$ cat config.mk
export PLATFORM = sky130hd
export DESIGN_NAME = spi_master_flat
export DESIGN_NICKNAME = d
export VERILOG_FILES = /design/src/rtl/spi_pkg.sv /design/src/rtl/spi_master_if.sv /design/src/rtl/spi_half_tick.sv /design/src/rtl/spi_master.sv /design/src/flat_wrapper.sv
export SDC_FILE = /design/constraint.sdc
export NUM_CORES = 1
export LEC_CHECK = 0
export CAP_MARGIN = 20
export CELL_PAD_IN_SITES_DETAIL_PLACEMENT = 1
export CELL_PAD_IN_SITES_GLOBAL_PLACEMENT = 1
export CORE_MARGIN = 2
export CORE_UTILIZATION = 35
export CTS_CLUSTER_SIZE = 12
export DETAILED_ROUTE_END_ITERATION = 8
export PLACE_DENSITY_LB_ADDON = 0.1
export SETUP_SLACK_MARGIN = 0.1
export SLEW_MARGIN = 20
export SYNTH_ARGS = -nofsm -noshare
export SYNTH_HDL_FRONTEND = slang
export SYNTH_SLANG_ARGS = --single-unit
$ cat constraint.sdc
create_clock -name Clk_i -period 4.3 [get_ports Clk_i]
set_input_delay 0.43 -clock Clk_i [delete_from_list [all_inputs] [get_ports Clk_i]]
set_output_delay 0.43 -clock Clk_i [all_outputs]
set_load 0.01 [all_outputs]
$ cat src/rtl/spi_pkg.sv
// rtl/spi_pkg.sv - SPI master FSM state type and mode-0 constants shared with the slave side.
package spi_pkg;

  localparam int   SPI_BYTE_W    = 8;
  localparam logic SPI_CPOL      = 1'b0;
  localparam logic SPI_CPHA      = 1'b0;
  localparam logic SPI_MSB_FIRST = 1'b1;

  typedef enum logic [2:0] {
    ST_IDLE,
    ST_SETUP,
    ST_SCK_HI,
    ST_SCK_LO,
    ST_GAP
  } spi_master_st_t;

  function automatic int sel_width(input int nslaves);
    return (nslaves > 1) ? $clog2(nslaves) : 1;
  endfunction

endpackage

$ cat src/rtl/spi_master_if.sv
// rtl/spi_master_if.sv - host start/busy handshake plus SPI bus wires of spi_master.
interface spi_master_if #(
  parameter int NSLAVES = 4
);
  import spi_pkg::*;

  localparam int SEL_W = sel_width(NSLAVES);

  logic                  start_i;
  logic [SEL_W-1:0]      sel_i;
  logic [SPI_BYTE_W-1:0] tx_data_i;
  logic                  keep_ss_i;
  logic                  busy_o;
  logic [SPI_BYTE_W-1:0] rx_data_o;
  logic                  rx_valid_o;
  logic                  sck_o;
  logic                  mosi_o;
  logic                  miso_i;
  logic [NSLAVES-1:0]    ss_o;

  modport master (
    input  start_i, sel_i, tx_data_i, keep_ss_i, miso_i,
    output busy_o, rx_data_o, rx_valid_o, sck_o, mosi_o, ss_o
  );

  modport slave (
    output start_i, sel_i, tx_data_i, keep_ss_i, miso_i,
    input  busy_o, rx_data_o, rx_valid_o, sck_o, mosi_o, ss_o
  );

endinterface

$ cat src/rtl/spi_half_tick.sv
// rtl/spi_half_tick.sv - HALF-cycle down-counter; tick_o marks the last cycle of a half-period.
module spi_half_tick #(
  parameter int HALF = 4
) (
  input  logic clk,
  input  logic rst_n,
  input  logic clr_i,
  output logic tick_o
);

  localparam int            CW     = $clog2(HALF);
  localparam logic [CW-1:0] RELOAD = CW'(HALF - 1);

  logic [CW-1:0] cnt_q, cnt_d;

  always_comb begin
    cnt_d = cnt_q - 1'b1;
    if (clr_i || (cnt_q == '0)) cnt_d = RELOAD;
  end

  always_ff @(posedge clk or negedge rst_n) begin
    if (!rst_n) cnt_q <= '0;
    else        cnt_q <= cnt_d;
  end

  assign tick_o = (cnt_q == '0);

endmodule

$ cat src/rtl/spi_master.sv
// rtl/spi_master.sv - single-byte mode-0 SPI master, MSB first, one-hot active-high selects.
// Optional SPI_MASTER_MISO_SYNC_EN: 2-flop miso synchroniser, each sample taken 2 cycles after sck rise.
module spi_master
  import spi_pkg::*;
#(
  parameter int NSLAVES = 4,
  parameter int HALF    = 4,
  parameter int GAP     = 8
) (
  input logic           Clk_i,
  input logic           Rst_ni,
  spi_master_if.master  bus
);

  localparam int SEL_W = sel_width(NSLAVES);
  localparam int BW    = $clog2(SPI_BYTE_W + 1);
  localparam int GW    = (GAP > 1) ? $clog2(GAP) : 1;

  spi_master_st_t        state_q, state_d;
  logic                  sck_q, sck_d;
  logic                  mosi_q, mosi_d;
  logic [NSLAVES-1:0]    ss_q, ss_d;
  logic                  busy_q, busy_d;
  logic [SPI_BYTE_W-1:0] rx_data_q, rx_data_d;
  logic                  rx_valid_q, rx_valid_d;
  logic [SPI_BYTE_W-1:0] shift_q, shift_d;
  logic [BW-1:0]         bitcnt_q, bitcnt_d;
  logic                  keep_q, keep_d;
  logic [GW-1:0]         gap_cnt_q, gap_cnt_d;

  logic tick, rise, cap, miso_smp, sel_ok;

  spi_half_tick #(.HALF(HALF)) u_half_tick (
    .clk    (Clk_i),
    .rst_n  (Rst_ni),
    .clr_i  (state_d != state_q),
    .tick_o (tick)
  );

  assign rise   = tick && ((state_q == ST_SETUP) || (state_q == ST_SCK_LO));
  assign sel_ok = ({1'b0, bus.sel_i} < (SEL_W + 1)'(NSLAVES));

`ifdef SPI_MASTER_MISO_SYNC_EN
  // Capture is delayed to line up with the synchroniser output for the same sck rise.
  logic       miso_s1_q, miso_s2_q;
  logic [1:0] cap_dly_q;

  always_ff @(posedge Clk_i or negedge Rst_ni) begin
    if (!Rst_ni) begin
      miso_s1_q <= 1'b0;
      miso_s2_q <= 1'b0;
      cap_dly_q <= '0;
    end else begin
      miso_s1_q <= bus.miso_i;
      miso_s2_q <= miso_s1_q;
      cap_dly_q <= {cap_dly_q[0], rise};
    end
  end

  assign cap      = cap_dly_q[1];
  assign miso_smp = miso_s2_q;
`else
  assign cap      = rise;
  assign miso_smp = bus.miso_i;
`endif

  always_comb begin
    state_d    = state_q;
    sck_d      = sck_q;
    mosi_d     = mosi_q;
    ss_d       = ss_q;
    busy_d     = busy_q;
    rx_data_d  = rx_data_q;
    rx_valid_d = 1'b0;
    shift_d    = shift_q;
    bitcnt_d   = bitcnt_q;
    keep_d     = keep_q;
    gap_cnt_d  = gap_cnt_q;

    unique case (state_q)
      ST_IDLE: begin
        if (bus.start_i && sel_ok) begin
          shift_d  = bus.tx_data_i;
          keep_d   = bus.keep_ss_i;
          bitcnt_d = '0;
          mosi_d   = bus.tx_data_i[SPI_BYTE_W-1];
          busy_d   = 1'b1;
          for (int i = 0; i < NSLAVES; i++) ss_d[i] = (bus.sel_i == SEL_W'(i));
          state_d  = ST_SETUP;
        end
      end
      ST_SETUP, ST_SCK_LO: begin
        if (tick) begin
          sck_d   = 1'b1;
          state_d = ST_SCK_HI;
        end
      end
      ST_SCK_HI: begin
        if (tick) begin
          sck_d    = SPI_CPOL;
          bitcnt_d = bitcnt_q + 1'b1;
          if (bitcnt_d == BW'(SPI_BYTE_W)) begin
            rx_data_d  = shift_q;
            rx_valid_d = 1'b1;
            mosi_d     = 1'b0;
            if (!keep_q) ss_d = '0;
            gap_cnt_d  = GW'(GAP - 1);
            state_d    = ST_GAP;
          end else begin
            mosi_d  = shift_q[SPI_BYTE_W-1];
            state_d = ST_SCK_LO;
          end
        end
      end
      ST_GAP: begin
        if (gap_cnt_q == '0) begin
          busy_d  = 1'b0;
          state_d = ST_IDLE;
        end else begin
          gap_cnt_d = gap_cnt_q - 1'b1;
        end
      end
      default: state_d = ST_IDLE;
    endcase

    if (cap) shift_d = {shift_q[SPI_BYTE_W-2:0], miso_smp};
  end

  always_ff @(posedge Clk_i or negedge Rst_ni) begin
    if (!Rst_ni) begin
      state_q    <= ST_IDLE;
      sck_q      <= SPI_CPOL;
      mosi_q     <= 1'b0;
      ss_q       <= '0;
      busy_q     <= 1'b0;
      rx_data_q  <= '0;
      rx_valid_q <= 1'b0;
      shift_q    <= '0;
      bitcnt_q   <= '0;
      keep_q     <= 1'b0;
      gap_cnt_q  <= '0;
    end else begin
      state_q    <= state_d;
      sck_q      <= sck_d;
      mosi_q     <= mosi_d;
      ss_q       <= ss_d;
      busy_q     <= busy_d;
      rx_data_q  <= rx_data_d;
      rx_valid_q <= rx_valid_d;
      shift_q    <= shift_d;
      bitcnt_q   <= bitcnt_d;
      keep_q     <= keep_d;
      gap_cnt_q  <= gap_cnt_d;
    end
  end

  assign bus.sck_o      = sck_q;
  assign bus.mosi_o     = mosi_q;
  assign bus.ss_o       = ss_q;
  assign bus.busy_o     = busy_q;
  assign bus.rx_data_o  = rx_data_q;
  assign bus.rx_valid_o = rx_valid_q;

endmodule

$ cat src/flat_wrapper.sv
// flat-port wrapper written by rule: the top's interface ports become plain ports
module spi_master_flat import spi_pkg::*;
#(
  parameter int NSLAVES = 4,
  parameter int HALF    = 4,
  parameter int GAP     = 8
)
  (Clk_i, Rst_ni, bus_start_i, bus_sel_i, bus_tx_data_i, bus_keep_ss_i, bus_miso_i, bus_busy_o, bus_rx_data_o, bus_rx_valid_o, bus_sck_o, bus_mosi_o, bus_ss_o);
  spi_master_if #(.NSLAVES(NSLAVES)) bus_i ();
  input logic Clk_i;
  input logic Rst_ni;
  input wire logic [$bits(bus_i.start_i)-1:0] bus_start_i;
  input wire logic [$bits(bus_i.sel_i)-1:0] bus_sel_i;
  input wire logic [$bits(bus_i.tx_data_i)-1:0] bus_tx_data_i;
  input wire logic [$bits(bus_i.keep_ss_i)-1:0] bus_keep_ss_i;
  input wire logic [$bits(bus_i.miso_i)-1:0] bus_miso_i;
  output wire logic [$bits(bus_i.busy_o)-1:0] bus_busy_o;
  output wire logic [$bits(bus_i.rx_data_o)-1:0] bus_rx_data_o;
  output wire logic [$bits(bus_i.rx_valid_o)-1:0] bus_rx_valid_o;
  output wire logic [$bits(bus_i.sck_o)-1:0] bus_sck_o;
  output wire logic [$bits(bus_i.mosi_o)-1:0] bus_mosi_o;
  output wire logic [$bits(bus_i.ss_o)-1:0] bus_ss_o;
  assign bus_i.start_i = bus_start_i;
  assign bus_i.sel_i = bus_sel_i;
  assign bus_i.tx_data_i = bus_tx_data_i;
  assign bus_i.keep_ss_i = bus_keep_ss_i;
  assign bus_i.miso_i = bus_miso_i;
  assign bus_busy_o = bus_i.busy_o;
  assign bus_rx_data_o = bus_i.rx_data_o;
  assign bus_rx_valid_o = bus_i.rx_valid_o;
  assign bus_sck_o = bus_i.sck_o;
  assign bus_mosi_o = bus_i.mosi_o;
  assign bus_ss_o = bus_i.ss_o;
  spi_master #(.NSLAVES(NSLAVES), .HALF(HALF), .GAP(GAP)) u_core (.Clk_i(Clk_i), .Rst_ni(Rst_ni), .bus(bus_i));
endmodule
After elaboration in Yosys (flattened, before gate mapping)
Cells that the tools add are included.
- register bits after elaboration: 37
- latch bits: 0
- memory bits (writable): 0
- memory bits (read-only): 0
- input port bits: 15
- output and inout port bits: 16
- word-level logic and storage cells: 88
- memories: 0
- add/sub/neg operators: 3
- multiply operators: 0
- div/mod/pow operators: 0
- order comparisons: 0
- eq/ne operators: 16
- shift operators: 0
- multiplexer cells: 35
- bitwise operators: 0
- reduce and logical (&&, ||, !) cells: 22
- operator list (kind ; count):
    2-to-1 mux 3 bit ; 8
    2-to-1 mux 4 bit ; 6
    2-to-1 mux 8 bit ; 3
    case mux 4 bit (2 select lines) ; 2
    case mux 3 bit (4 select lines) ; 1
    AND reduction 3 bit ; 4
    nonzero test 2 bit ; 6
    2-to-1 mux 1 bit ; 10
    inequality test 2 x 1 -> 1 bit, second input constant ; 4
    equality test 3 x 2 -> 1 bit, second input constant ; 2
    logical NOT 3 bit ; 2
    inequality test 2 bit, second input constant ; 3
    case mux 1 bit (2 select lines) ; 3
    case mux 3 bit (2 select lines) ; 1
    AND reduction 5 bit ; 1
    adder 4 x 1 -> 4 bit, second input constant ; 1
    equality test 2 bit, second input constant ; 2
    equality test 4 bit, second input constant ; 1
    logical NOT 2 bit ; 2
    AND reduction 2 bit ; 2
    AND reduction 4 bit ; 1
    equality test 3 x 1 -> 1 bit, second input constant ; 1
    equality test 3 bit, second input constant ; 1
    inequality test 3 bit ; 1
    7 further kinds ; 8

Longest topological paths before layout
- depth in word-level cells: 8
- depth in mapped cells: 6
- gate-level depth less buffers: 6

Modules after synthesis
From an unflattened synthesis, not the netlist that was laid out.
- cells, all modules: 167
- area total of the unflattened synthesis: 1714.1 um^2
- by module, submodules not included (module ; times used ; cells each ; area an instance (um^2) ; seq. area each (um^2)):
    spi_master ; 1 ; 160 ; 1626.6 ; 875.8
    spi_half_tick ; 1 ; 7 ; 87.6 ; 50.0

Worst setup path before layout
No wires, ideal clock.
- kind: register -> register
- start point: register u_core.u_half_tick.cnt_q[0]
- end point: register u_core.rx_data_q[1] (netlist: u_core.bus.rx_data_o[1])
- setup time: 0.125 ns
- arrival time: 1.419 ns
- path slack: 2.756 ns
- cell stages (with the launch flop): 7
- period minus slack after synthesis: 1.544 ns
- cell sequence: dfrtp_1 -> inv_1 -> ha_1 -> and4bb_2 -> nand2b_4 -> buf_6 -> mux2_4
- longest elaborated chain between the ends: 2
- RTL lines (what ; RTL line ; source):
    start: declaration ; spi_half_tick.sv:14 ; logic [CW-1:0] cnt_q, cnt_d;
    start signal: assignment ; spi_half_tick.sv:23 ; else cnt_q <= cnt_d;
    logical NOT 2 bit ; spi_half_tick.sv:26 ; assign tick_o = (cnt_q == '0);
    AND reduction 3 bit (no source line) ; - ;
    end signal: assignment ; spi_master.sv:148 ; rx_data_q <= rx_data_d;
    end: declaration ; spi_master.sv:24 ; logic [SPI_BYTE_W-1:0] rx_data_q, rx_data_d;
No other way between the ends.
A chain may end at the register's enable or synchronous reset.

Final worst setup path
- start point: register u_core.bitcnt_q[0]
- end point: register u_core.rx_data_q[0] (netlist: u_core.bus.rx_data_o[0])
- longest elaborated chain between the ends: 3
- RTL lines (what ; RTL line ; source):
    start: declaration ; spi_master.sv:27 ; logic [BW-1:0] bitcnt_q, bitcnt_d;
    start signal: assignment ; spi_master.sv:151 ; bitcnt_q <= bitcnt_d;
    adder 4 x 1 -> 4 bit ; spi_master.sv:101 ; bitcnt_d = bitcnt_q + 1'b1;
    equality test 4 bit ; spi_master.sv:102 ; if (bitcnt_d == BW'(SPI_BYTE_W)) begin
    AND reduction 3 bit (no source line) ; - ;
No other way between the ends.

==> impl_metrics.env <==
export IMPL_seq_area_frac_synth_pct=53.9
export IMPL_synth_async_reset_ratio_pct=100
export IMPL_power_density_nw_per_um2=637
export IMPL_most_common_library_cell_in_the_layout_ignoring_fill_and_taps="dfrtp_1"
export IMPL_routed_wire_length_mm=3.75
export IMPL_clock_tree_root_cell="clkbuf_8"
export IMPL_synthAdderAreaFrac_pct=2.92
export IMPL_drtIter0Drc=28
export IMPL_num_fill_cells=518
export IMPL_post_cts_repair_setup_buffers=0
export IMPL_max_slew_margin_pct=45.9
export IMPL_die_area_um2=5480
export IMPL_ff_to_ff_start="u_core.bitcnt_q[0]"
export IMPL_dieHeight_um=74.0
export IMPL_synthesis_nets=176
export IMPL_setup_skew_ps=10.6
export IMPL_final_max_slew_violation_count=0
export IMPL_num_io_pins=31
export IMPL_detail_route_antenna_nets=0
export IMPL_finalWorstPathRequiredPeriod_ps=1680
export IMPL_vias_in_the_first_global_route=1360
export IMPL_final_worst_path_period_share_pct=39.0
export IMPL_drt_via_density=4.93
export IMPL_cap_viol_max_count=0
export IMPL_syn_cell_area_um2=1720
export IMPL_largest_family_of_logic_cells_by_synthesized_area="simple AND/OR/NAND/NOR gates"
export IMPL_critical_path_arrival_ps=1850
export IMPL_first_pass_grt_wire_length_mm=6.38
export IMPL_rr_worst_depth=4
export IMPL_yosys_register_bits=37
export IMPL_power_leakage_uw=0.000970
export IMPL_clock_sinks=37
export IMPL_post_layout_nonfiller_instances=258
export IMPL_final_nets=209
export IMPL_synth_compound_area_share_pct=14.5
export IMPL_post_route_cells_drive_above_1_share_pct=11.5
export IMPL_hold_viol=0
export IMPL_regToRegEndpoint="u_core.bus.rx_data_o[0]"
export IMPL_criticalPathCategory="register to register"
export IMPL_remaining_drc_errors=0
export IMPL_avgSynthCellArea_um2=10.9
export IMPL_hold_path_class="input port to async pin"
export IMPL_mostFrequentLayoutCells="37 x dfrtp_1, 29 x clkdlybuf4s50_1, 20 x nor2_1"
export IMPL_ys_types=42
export IMPL_htreeDepth=2
export IMPL_timing_reg2reg_setup_slack_ps=2620
export IMPL_numCtsBuffers=5
export IMPL_clk_insertion_delay_late_ps=290
export IMPL_dr_pass1_iters=4
export IMPL_synth_mux_area_fraction_pct=6.34
export IMPL_dp_cells=250
export IMPL_antennaDiodeCount=0
export IMPL_grt_max_degree=38
export IMPL_rsz_0062_raised_after_global_routing="false"
export IMPL_floorplan_rows=25
export IMPL_timing_limited_maximum_frequency_mhz=596
export IMPL_clkTransAtPathRegs_ps=80
export IMPL_initial_utilization_pct=36.3
export IMPL_grt_util_all_layers_pct=15.3
export IMPL_detailed_placement_wirelength_estimate_mm=2.63
export IMPL_post_cts_hold_buffer_count=0
export IMPL_grt_antenna_before_repair=0
export IMPL_placeableCoreArea_um2=4720
export IMPL_setup_violations=0
export IMPL_ir_drop_uv=238
export IMPL_routabilityCongestion=0.719
export IMPL_postSynth_topFlopCell="dfrtp_1"
export IMPL_route_detailed_wl_per_inst_um=14.5
export IMPL_status="finished, final reports clean"
export IMPL_post_cts_resize_count=0
export IMPL_cp_required_ps=4470
export IMPL_crit_path_start_kind="register"
export IMPL_synthToLayoutAreaGrowth_pct=26.7
export IMPL_number_of_vias_after_detailed_routing=1271
export IMPL_cts_tree="yes"
export IMPL_fin_tns_setup_ps=0
export IMPL_synthesis_yosys_warnings=0
export IMPL_fp_dieW_um=74.0
export IMPL_globalRouteOverflowTotal=0
export IMPL_synth_xor_xnor_area_share_pct=1.02
export IMPL_simple_gate_share_of_the_synthesized_area_pct=17.3
export IMPL_clk_path_buf_depth=2
export IMPL_synth_enable_flop_cells=0
export IMPL_critical_path_endpoint_type="register"
export IMPL_syn_inst=157
export IMPL_portBuffers=30
export IMPL_tightest_slew_ps=811
export IMPL_crit_fanout=13
## registers in the layout, summed over array words and instances (netlist names)
signal	flops
u_core.bus.rx_data_o	8
u_core.shift_q	8
u_core.bitcnt_q	4
u_core.bus.ss_o	4
u_core.gap_cnt_q	3
u_core.state_q	3
u_core.u_half_tick.cnt_q	2
u_core.bus.busy_o	1
u_core.bus.mosi_o	1
u_core.bus.rx_valid_o	1
u_core.bus.sck_o	1
u_core.keep_q	1
## worst max-delay path, stage by stage (launching register included)
cell      delay [ps]
dfrtp_1          450
and3b_1          220
o211ai_2         230
nand2b_4         320
mux2_1           340
## metal layers
layer / global-route usage, % / vias up / wire, um
met1: 19.7 / 625 / 1730
met5: 0 / - / 0
met4: 5.45 / 0 / 39
met2: 25.1 / 24 / 1820
met3: 3.79 / 5 / 153
li1: - / 617 / -
## power by group
group          switching [uW]  internal [uW]  total, uW
clock network             120            189        310
logic                     255            240        494
registers                 107            476        582
total                     482            905       1390
## worst max-delay path by stage
stage	startpoint	to	slack, ps	depth (start not counted)
after floorplan	u_core.u_half_tick.cnt_q[0]	u_core.bus.rx_data_o[1]	2760	6
after global placement	bus_start_i	u_core.shift_q[1]	2360	5
after detailed placement	bus_start_i	u_core.shift_q[5]	2330	5
after CTS	u_core.bitcnt_q[0]	u_core.bus.rx_data_o[6]	2580	4
after global routing	u_core.u_half_tick.cnt_q[0]	u_core.shift_q[1]	2450	6
final	u_core.bitcnt_q[0]	u_core.bus.rx_data_o[0]	2620	4
## kinds of logic after synthesis
logic type,after synthesis
AOI/OAI and AO/OA,37
xor gates and xnor gates,2
adders and majority gates,4
buffers and inverters,12
DFF,37
muxes,8
and+or+nand+nor,57
## metrics by stage
| step | power [uW] | cell area (um2) | util (%) | setup slack [ps] | hold WS, ps |
|---|---|---|---|---|---|
| 3_3_place_gp | 1060 | 2060 | 43.6 | 2360 | 417 |
| 3_5_place_dp | 1090 | 2060 | 43.6 | 2330 | 433 |
| 6_report | 1390 | 2170 | 46.0 | 2620 | 231 |
| 2_1_floorplan | 901 | 1720 | - | 2760 | 134 |
| 5_1_grt | 1510 | 2170 | 46.0 | 2450 | 291 |
| 4_1_cts | 1410 | 2170 | 46.0 | 2580 | 266 |
## cell type report
class	instances	area [um2]	share of cell area, %
multi-input combinational	108	723	33.3
sequential	37	926	42.6
timing repair buffer	30	295	13.6
clock buffer	7	86.3	3.97
clock inverter	1	30.0	1.38
tap	67	83.8	3.85
inverter	8	30.0	1.38
## cell usage after synthesis, types with 3 or more instances
cell,n,area (um2)
a21o_1,3,22.5
a21oi_1,3,15.0
buf_6,3,33.8
dfrtp_1,37,926
ha_1,4,50.1
inv_1,8,30.0
mux2_1,3,33.8
mux2_4,5,75.1
nand2_1,17,63.8
nand3_1,4,20.0
nor2_1,20,75.1
o21ai_0,8,40.0
o22ai_1,8,50.1
Note: power is estimated with default switching activity, not from simulation.
